===== src/rtl/stack_unit_if.sv =====
// Push/pop strobe and status bundle between the control path / ALU and stack_unit.
interface stack_unit_if #(
  parameter int unsigned DEPTH = 16,
  parameter int unsigned AW    = 4
);
  logic          push;
  logic          pop;
  logic [15:0]   din;
  logic [15:0]   stackout;
  logic [AW:0]   sp;
  logic          empty;
  logic          full;
  logic          overflow;
  logic          underflow;

  modport master (
    output push, pop, din,
    input  stackout, sp, empty, full, overflow, underflow
  );

  modport slave (
    input  push, pop, din,
    output stackout, sp, empty, full, overflow, underflow
  );
endinterface


===== src/rtl/stack_unit.sv =====
// LIFO stack for PSH/POP: registered top-of-stack, saturating pointer, sticky error flags.
module stack_unit #(
  parameter int unsigned DEPTH = 16,
  parameter int unsigned AW    = 4
) (
  input  logic          clk,
  input  logic          reset,
  stack_unit_if.slave   bus
);

  localparam int unsigned DW  = 16;
  localparam int unsigned SPW = AW + 1;

  localparam logic [SPW-1:0] SP_ZERO = '0;
  localparam logic [SPW-1:0] SP_ONE  = SPW'(1);
  localparam logic [SPW-1:0] SP_TWO  = SPW'(2);
  localparam logic [SPW-1:0] SP_FULL = SPW'(DEPTH);

  logic [DW-1:0]  mem_q [DEPTH];
  logic [SPW-1:0] sp_q, sp_d;
  logic [DW-1:0]  top_q, top_d;
  logic           ovf_q, ovf_d;
  logic           unf_q, unf_d;
  logic           empty_q, full_q;

  logic           wr_en;
  logic [AW-1:0]  wr_addr;
  logic [AW-1:0]  rd_addr;
  logic           is_empty, is_full;

  assign is_empty = (sp_q == SP_ZERO);
  assign is_full  = (sp_q == SP_FULL);
  // Entry that becomes the new top after a pop (only meaningful when sp >= 2).
  assign rd_addr  = AW'(sp_q - SP_TWO);

  // Next-state decode of the push/pop strobes.
  always_comb begin
    sp_d    = sp_q;
    top_d   = top_q;
    ovf_d   = ovf_q;
    unf_d   = unf_q;
    wr_en   = 1'b0;
    wr_addr = '0;
    unique case ({bus.push, bus.pop})
      2'b10: begin
        if (is_full) begin
          ovf_d = 1'b1;
        end else begin
          wr_en   = 1'b1;
          wr_addr = AW'(sp_q);
          sp_d    = sp_q + SP_ONE;
          top_d   = bus.din;
        end
      end
      2'b01: begin
        if (is_empty) begin
          unf_d = 1'b1;
        end else begin
          sp_d  = sp_q - SP_ONE;
          top_d = (sp_q >= SP_TWO) ? mem_q[rd_addr] : '0;
        end
      end
      2'b11: begin
        wr_en = 1'b1;
        top_d = bus.din;
        if (is_empty) begin
          // Nothing to replace: behaves as a push but records the refused pop.
          wr_addr = '0;
          sp_d    = SP_ONE;
          unf_d   = 1'b1;
        end else begin
          wr_addr = AW'(sp_q - SP_ONE);
        end
      end
      default: ;
    endcase
  end

  // Pointer, top-of-stack mirror, status decodes and sticky flags.
  always_ff @(posedge clk) begin
    if (reset) begin
      sp_q    <= '0;
      top_q   <= '0;
      ovf_q   <= 1'b0;
      unf_q   <= 1'b0;
      empty_q <= 1'b1;
      full_q  <= 1'b0;
    end else begin
      sp_q    <= sp_d;
      top_q   <= top_d;
      ovf_q   <= ovf_d;
      unf_q   <= unf_d;
      empty_q <= (sp_d == SP_ZERO);
      full_q  <= (sp_d == SP_FULL);
    end
  end

  // Storage array; contents are not reset and never read while empty.
  always_ff @(posedge clk) begin
    if (!reset && wr_en) begin
      mem_q[wr_addr] <= bus.din;
    end
  end

  assign bus.stackout  = top_q;
  assign bus.sp        = sp_q;
  assign bus.empty     = empty_q;
  assign bus.full      = full_q;
  assign bus.overflow  = ovf_q;
  assign bus.underflow = unf_q;

endmodule


===== src/flat_wrapper.sv =====
// flat-port wrapper written by rule: the top's interface ports become plain ports
module stack_unit_flat 
#(
  parameter int unsigned DEPTH = 16,
  parameter int unsigned AW    = 4
)
  (clk, reset, bus_push, bus_pop, bus_din, bus_stackout, bus_sp, bus_empty, bus_full, bus_overflow, bus_underflow);
  stack_unit_if #(.DEPTH(DEPTH), .AW(AW)) bus_i ();
  input  logic clk;
  input  logic reset;
  input wire logic [$bits(bus_i.push)-1:0] bus_push;
  input wire logic [$bits(bus_i.pop)-1:0] bus_pop;
  input wire logic [$bits(bus_i.din)-1:0] bus_din;
  output wire logic [$bits(bus_i.stackout)-1:0] bus_stackout;
  output wire logic [$bits(bus_i.sp)-1:0] bus_sp;
  output wire logic [$bits(bus_i.empty)-1:0] bus_empty;
  output wire logic [$bits(bus_i.full)-1:0] bus_full;
  output wire logic [$bits(bus_i.overflow)-1:0] bus_overflow;
  output wire logic [$bits(bus_i.underflow)-1:0] bus_underflow;
  assign bus_i.push = bus_push;
  assign bus_i.pop = bus_pop;
  assign bus_i.din = bus_din;
  assign bus_stackout = bus_i.stackout;
  assign bus_sp = bus_i.sp;
  assign bus_empty = bus_i.empty;
  assign bus_full = bus_i.full;
  assign bus_overflow = bus_i.overflow;
  assign bus_underflow = bus_i.underflow;
  stack_unit #(.DEPTH(DEPTH), .AW(AW)) u_core (.clk(clk), .reset(reset), .bus(bus_i));
endmodule

===== config.mk =====
export PLATFORM = sky130hd
export DESIGN_NAME = stack_unit_flat
export DESIGN_NICKNAME = d
export VERILOG_FILES = /design/src/rtl/stack_unit_if.sv /design/src/rtl/stack_unit.sv /design/src/flat_wrapper.sv
export SDC_FILE = /design/constraint.sdc
export NUM_CORES = 1
export LEC_CHECK = 0
export CAP_MARGIN = 30
export CORE_MARGIN = 2
export CORE_UTILIZATION = 35
export CTS_CLUSTER_SIZE = 30
export DETAILED_ROUTE_END_ITERATION = 12
export PLACE_DENSITY = 0.55
export SLEW_MARGIN = 5
export SYNTH_ARGS = -nofsm -noshare
export SYNTH_HDL_FRONTEND = slang
export SYNTH_SLANG_ARGS = --single-unit

===== constraint.sdc =====
create_clock -name clk -period 3.8 [get_ports clk]
set_clock_uncertainty 0.15 [all_clocks]
set_input_delay 0.95 -clock clk [delete_from_list [all_inputs] [get_ports clk]]
set_output_delay 0.95 -clock clk [all_outputs]
set_load 0.01 [all_outputs]

==> impl_metrics.env <==
export IMPL_dr_pass1_iters=5
export IMPL_synthFlopType="edfxtp_1"
export IMPL_synth_edf_count=256
export IMPL_crit_required_ns=2.70
export IMPL_crit_buf_inv=2
export IMPL_max_freq_mhz=307
export IMPL_clkTransAtPathRegs_ns=0.07
export IMPL_post_drt_wl_per_cell_um=24.2
export IMPL_hold_viol=0
export IMPL_clk_latency_ns=0.56
export IMPL_maxSlewViolCount=0
export IMPL_tns_ns=0
export IMPL_relSlewSlack_pct=35.4
export IMPL_placedCellCount=1169
export IMPL_place_hpwl_mm=19.7
export IMPL_multi_input_area_um2=3250
export IMPL_seqCellArea_um2=8190
export IMPL_crit_arrival_ns=2.16
export IMPL_async_flop_share_pct=0
export IMPL_grt_pass1_vias=6498
export IMPL_synthesis_area_um2=11700
export IMPL_synth_top_area_share_pct=65.7
export IMPL_place_gp_congestion=0.902
export IMPL_grt_usage_pct=16.8
export IMPL_layout_cells_non_filler=1223
export IMPL_p_seq_share_pct=45.8
export IMPL_grt_start_max_net_pins=47
export IMPL_cts_tree="yes"
export IMPL_status="finished, final reports clean"
export IMPL_grt_pass1_wl_mm=43.8
export IMPL_p_comb_share_pct=19.7
export IMPL_synth_seq_area_share_pct=70.0
export IMPL_initial_utilization_pct=35.8
export IMPL_die_h_um=187
export IMPL_numCtsBuffers=29
export IMPL_cts_hold_buf=0
export IMPL_cts_resized=0
export IMPL_swShare_pct=26.5
export IMPL_min_period_over_period_pct=85.8
export IMPL_diodes=0
export IMPL_io_pins=45
export IMPL_p_switching_uw=2040
export IMPL_cp_slowest_cell="clkdlybuf4s50_1"
export IMPL_placed_cell_area_um2=13100
export IMPL_yosysWarningCount=0
export IMPL_htree_num_levels=1
export IMPL_final_layout_size_suffix_gt1_share_pct=21.5
export IMPL_p_leak_uw=0.00443
export IMPL_postSynthCellCount=671
export IMPL_syn_area_per_cell_um2=17.4
export IMPL_setup_viol_count_final=0
export IMPL_antenna_found_initial=1
export IMPL_cts_sinks=281
export IMPL_power_density_nw_per_um2=549
export IMPL_critPathLaunchType="flip-flop"
export IMPL_peakVddDrop_mv=0.375
export IMPL_min_period_ns=3.26
export IMPL_n_fill_cell=2918
export IMPL_cts_setup_buffers=0
export IMPL_syn_nets=700
export IMPL_synth_top_cell_by_area="edfxtp_1"
export IMPL_coreArea_um2=32700
export IMPL_routed_wl_mm=29.6
export IMPL_max_cap_viol_count=0
export IMPL_synthTopCellsByArea="edfxtp_1, mux2i_1, mux4_2"
export IMPL_hp_class="flip-flop to flip-flop"
export IMPL_viasPerCell=5.46
export IMPL_std_cell_rows=66
export IMPL_die_area_um2=34900
export IMPL_cpPeakStageDelay_ns=0.68
export IMPL_overflow=0
export IMPL_synthDistinctLibCells=57
export IMPL_clockPowerShare_pct=34.5
export IMPL_clk_path_buf_depth=3
export IMPL_critPathKind="flip-flop to output pin"
export IMPL_dpl_worst_slack_ns=0.416
export IMPL_syn2layout_area_growth_pct=19.4
export IMPL_cts_root_buf="clkbuf_16"
export IMPL_drtIter0Drc=739
export IMPL_cpLargestDelayFamily="buffers and inverters"
export IMPL_portBuffers=44
export IMPL_layout_nets=787
export IMPL_via_count=6673
export IMPL_synth_seq_cells=281
export IMPL_cp_end_kind="output pin"
export IMPL_route_detailed_drc=0
export IMPL_crit_path_cell_trace="buf_4 -> clkdlybuf4s50_1"
export IMPL_grt_setup_unrepaired="false"
export IMPL_critPathMaxFanout=45
export IMPL_final_area_um2=14000
export IMPL_die_w_um=187
export IMPL_internal_power_uw=5640
export IMPL_finalWorstSetupSlack_ns=0.540
export IMPL_tightest_slew_ns=0.969
export IMPL_ant_nets=0
## cells in the final DEF (no fill, tap or decap), types with 3 or more instances in the layout
cell and n:
dfxtp_1 23, inv_1 7, nor2b_1 5, a21oi_1 20
o2111ai_1 3, mux4_2 26, clkinv_2 6, o211ai_1 19
buf_12 11, a21oi_2 10, and2_1 5, a311oi_1 32
clkbuf_16 29, nor3_2 8, nand2_1 19, clkinv_1 11
nor2_1 10, mux2_2 16, mux4_1 7, clkdlybuf4s50_1 44
buf_4 48, clkbuf_1 5, mux2i_1 65, edfxtp_1 256
nand2b_1 5, a22oi_1 32, ha_1 9, nand3_1 5
## state kept, by name, indices dropped and copies added (netlist names)
name,cells
u_core.bus.sp,5
u_core.bus.empty,1
u_core.bus.overflow,1
u_core.bus.underflow,1
u_core.bus.full,1
u_core.bus.stackout,16
u_core.mem_q,256
## through the flow
step	hold slack (ns)	util, %	power (µW)
finish	0.344	42.7	7670
global route	0.394	42.7	7960
CTS	0.352	42.7	7740
detailed placement	0.337	40.0	5080
global placement	0.317	39.9	5050
floorplan	0.355	-	4510
## per-layer routing
layer	vias up	part of all wire [%]	track usage, %
met4	2	2.7	5.13
li1	2944	-	-
met3	47	6.8	2.78
met1	3407	45	24.7
met2	273	45	25.6
met5	-	0.030	0
## final cells by class
cell class	instances	area share, %
clock inverters	20	1.04
multi-input cells	333	23.3
well taps	442	3.96
repair buffers	104	7.51
clock buffers	34	5.33
inverters	9	0.242
flip-flops and latches	281	58.7
## cell families after synthesis
group                      synth area share (%)
xor gates and xnor gates                 0.0749
adders and majority gates                 0.963
AOI/OAI and AO/OA                          8.67
DFF                                        70.0
muxes                                      13.7
and+or+nand+nor                            3.80
buffers and inverters                      2.79
## final timing paths
kind / startpoint / endpoint / slack, ns / depth (start not counted)
max: u_core.bus.sp[1] / bus_sp[1] / 0.54 / 2
max reg2reg: u_core.bus.sp[0] / u_core.mem_q[0][4] / 0.69 / 10
min reg2reg: u_core.bus.overflow / u_core.bus.overflow / 0.34 / 2
min: u_core.bus.overflow / u_core.bus.overflow / 0.34 / 2
## worst min-delay path: cells and delay by family (launching register included)
family,cells,cell delay [ns]
AO/OA/AOI/OAI,1,0.05
flip-flops,1,0.34
AND/OR/NAND/NOR,1,0.08
## power groups by stage
stage | sequential (µW) | clock, µW | combinational [µW]
floorplan | 3580 | 0 | 927
global placement | 3580 | 0 | 1470
detailed placement | 3580 | 0 | 1500
CTS | 3520 | 2710 | 1510
global route | 3520 | 2840 | 1600
finish | 3520 | 2650 | 1510
## cells in the mapped netlist (2+ instances only)
library cell,n
a21boi_0,2
a21oi_1,28
a21oi_2,2
a22oi_1,32
a311oi_1,32
a31oi_1,2
and2_1,5
and3_1,2
buf_12,2
buf_2,18
buf_4,13
clkbuf_1,13
dfxtp_1,25
edfxtp_1,256
ha_1,9
inv_1,7
mux2_2,16
mux2i_1,65
mux4_1,7
mux4_2,26
nand2_1,19
nand2b_1,5
nand3_1,5
nand4_1,2
nor2_1,10
nor2b_1,5
nor3_1,10
nor3b_4,2
o2111ai_1,3
o211ai_1,19
o32a_1,2
or4_1,2
(Power assumes the default switching activity.)
==> patch, RTL diff (same settings) <==
`AW` is set to 4 in 3 places; all go to 6.
--- a/src/rtl/stack_unit_if.sv
+++ b/src/rtl/stack_unit_if.sv
@@ -2,5 +2,5 @@
 interface stack_unit_if #(
   parameter int unsigned DEPTH = 16,
-  parameter int unsigned AW    = 4
+  parameter int unsigned AW    = 6
 );
   logic          push;
--- a/src/rtl/stack_unit.sv
+++ b/src/rtl/stack_unit.sv
@@ -2,5 +2,5 @@
 module stack_unit #(
   parameter int unsigned DEPTH = 16,
-  parameter int unsigned AW    = 4
+  parameter int unsigned AW    = 6
 ) (
   input  logic          clk,
--- a/src/flat_wrapper.sv
+++ b/src/flat_wrapper.sv
@@ -3,5 +3,5 @@
 #(
   parameter int unsigned DEPTH = 16,
-  parameter int unsigned AW    = 4
+  parameter int unsigned AW    = 6
 )
   (clk, reset, bus_push, bus_pop, bus_din, bus_stackout, bus_sp, bus_empty, bus_full, bus_overflow, bus_underflow);
Interface: changed (resized bus_sp); port bits go from 45 to 47. No check against the original RTL was run, so the function may have changed too.
==> patch against the original RTL <==
Power down 0.19%; synthesized area shrank 1.7%; routed wire length fell by 6.8%; via count fell by 5.6%; highest routed layer is now met4; sequential cell count rose by 2; cell area shrank 2.0%; core utilization is 0.53 points lower; critical path type is now register to register; setup slack got worse by 0.042 ns.
==> patch: results (changes against the original RTL) <==
stage,metric,value,unit,change
setup_path,Critical Path Source,u_core.bus.sp[0],,was u_core.bus.sp[1]
sta,Slew @ Worst Pin,0.8053,ns,was 0.9687 ns
synth,Mean Syn Cell Area,17.92,sq um,was 17.43 sq um
synth,sequential fraction of the synthesis area,0.7161,,was 0.7002
final_layout,Nets,752,,was 787
detailed_routing,WL/cell,23.24,um,was 24.20 um
setup_path,cell family with most CP delay,simple AND/OR/NAND/NOR gates,,was buffers and inverters
final_layout,n_diodes,0,,unchanged
detailed_routing,drt first pass iters,5,,unchanged
final_layout,fillers,2884,,was 2918
grt,pin count of the biggest net entering global routing,62,,was 47
clocking,Post-CTS Setup Bufs,0,,unchanged
place,port bufs,46,,was 44
hold_path,HP Start,u_core.bus.overflow,,unchanged
final_layout,fraction of layout cells with a size suffix above 1,0.2322,,was 0.2151
setup_path,Slowest cell on crit path,nor2b_1,,was clkdlybuf4s50_1
detailed_routing,final antenna-violating net count,0,,unchanged
power_and_ir_drop,Worst IR Drop VDD,0.3036,mV,was 0.3750 mV
grt,initial antenna violation count,0,,was 1
place,pre-CTS setup slack,0.4076,ns,was 0.4158 ns
hold_path,worst hold path type,register to register,,unchanged
grt,Total GRT Usage,0.1650,,was 0.1682
place,routability cong.,0.7915,,was 0.9017
detailed_routing,via-per-instance ratio,5.304,,was 5.456
synth,syn nets,670,,was 700
synth,"Distinct cells, synth",52,,was 57
clocking,Worst-Skew Late Latency,0.55,ns,
detailed_routing,1st-iter DRT viols,671,,was 739
place,Inst Count DP,1134,,was 1169
clocking,clock-pin slew on the worst setup and hold paths,0.06,ns,
setup_path,Crit path largest cell delay,0.48,ns,was 0.68 ns
setup_path,CP arrival,3.37,ns,was 2.16 ns
clocking,maximum clock path buffer count,3,,unchanged
synth,"top cells by area, synth","edfxtp_1 (67%), mux4_2 (13%), dfxtp_1 (4.7%)",,"was edfxtp_1 (66%), mux2i_1 (5.6%), mux4_2 (5.0%)"
place,Detailed Place HPWL,17.71,mm,was 19.74 mm
run_status,status,"finished, final reports clean",,unchanged
synth,"top cells by count, synth","edfxtp_1 (256), mux4_2 (65), nand2_1 (62), nor2_1 (45), mux2i_1 (33)",,"was edfxtp_1 (256), mux2i_1 (65), a22oi_1 (32), a311oi_1 (32), a21oi_1 (28)"
detailed_routing,vias,6296,,was 6673
detailed_routing,# DRC,0,,unchanged
grt,first-pass GRT wire length,41.50,mm,was 43.76 mm
synth,Post-synth EDFFs,256,,unchanged
grt,vias in the first global route,6353,,was 6498
power_and_ir_drop,Leak,4.539,nW,was 4.433 nW
setup_path,worst-path maximum fanout,16,,was 45
synth,yosys warns,0,,unchanged
-- patch: cell types whose count changed after synthesis, sizes merged, moves of 18 or more --
cell and change:
nand2 +43, nor2 +35, mux2i -32, mux4 +32, a22oi -31, a21oi -26
o211ai -18
-- patch: layout make-up --
| type | count | area [sq um] | share of cell area |
|---|---|---|---|
| timing repair buffer | 88 | 833.3 | 0.06088 |
| clock inverter | 10 | 127.6 | 0.009324 |
| inverter | 7 | 26.28 | 0.001920 |
| tap | 442 | 553.0 | 0.04040 |
| clock buffer | 43 | 818.3 | 0.05978 |
| sequential | 283 | 8232 | 0.6014 |
| multi-input combinational | 314 | 3098 | 0.2263 |
-- patch: where the power goes --
group | switching (mW) | internal [mW]
clock network | 1.14 | 1.68
registers | 0.0457 | 3.48
logic | 0.725 | 0.583
total | 1.91 | 5.75
-- patch: routing by layer --
layer | vias up | global-route usage | share of wire
met5 | - | 0 | 0
met4 | 0 | 0.03778 | 0.021
li1 | 2728 | - | -
met2 | 240 | 0.2527 | 0.45
met3 | 49 | 0.02713 | 0.057
met1 | 3279 | 0.2476 | 0.47
-- patch: stage by stage --
step | area (sq um) | utilization
2_1_floorplan | 11490 | -
3_3_place_gp | 12710 | 0.3918
3_5_place_dp | 12740 | 0.3926
4_1_cts | 13690 | 0.4218
5_1_grt | 13690 | 0.4218
6_report | 13690 | 0.4218
-- patch: logic make-up after synthesis --
family	count (synthesis)	synth area share
flip-flops	283	0.7161
buffers and inverters	44	0.01895
AND/OR/NAND/NOR	152	0.05967
multiplexers	101	0.1591
adder cells (fa/ha/maj)	9	0.009801
AO/OA/AOI/OAI	50	0.03419
XOR/XNOR	2	0.002178
-- patch: worst paths after layout --
kind,endpoint,slack (ns),cells past startpoint
max,u_core.mem_q[0][7],0.50,10
min,u_core.bus.overflow,0.32,2
max reg2reg,u_core.mem_q[0][7],0.50,10
min reg2reg,u_core.bus.overflow,0.32,2
-- patch: worst min-delay path: cells and delay by family, from the launching register on --
kind / cells / cell delay (ns)
flip-flops: 1 / 0.32
AND/OR/NAND/NOR: 2 / 0.11
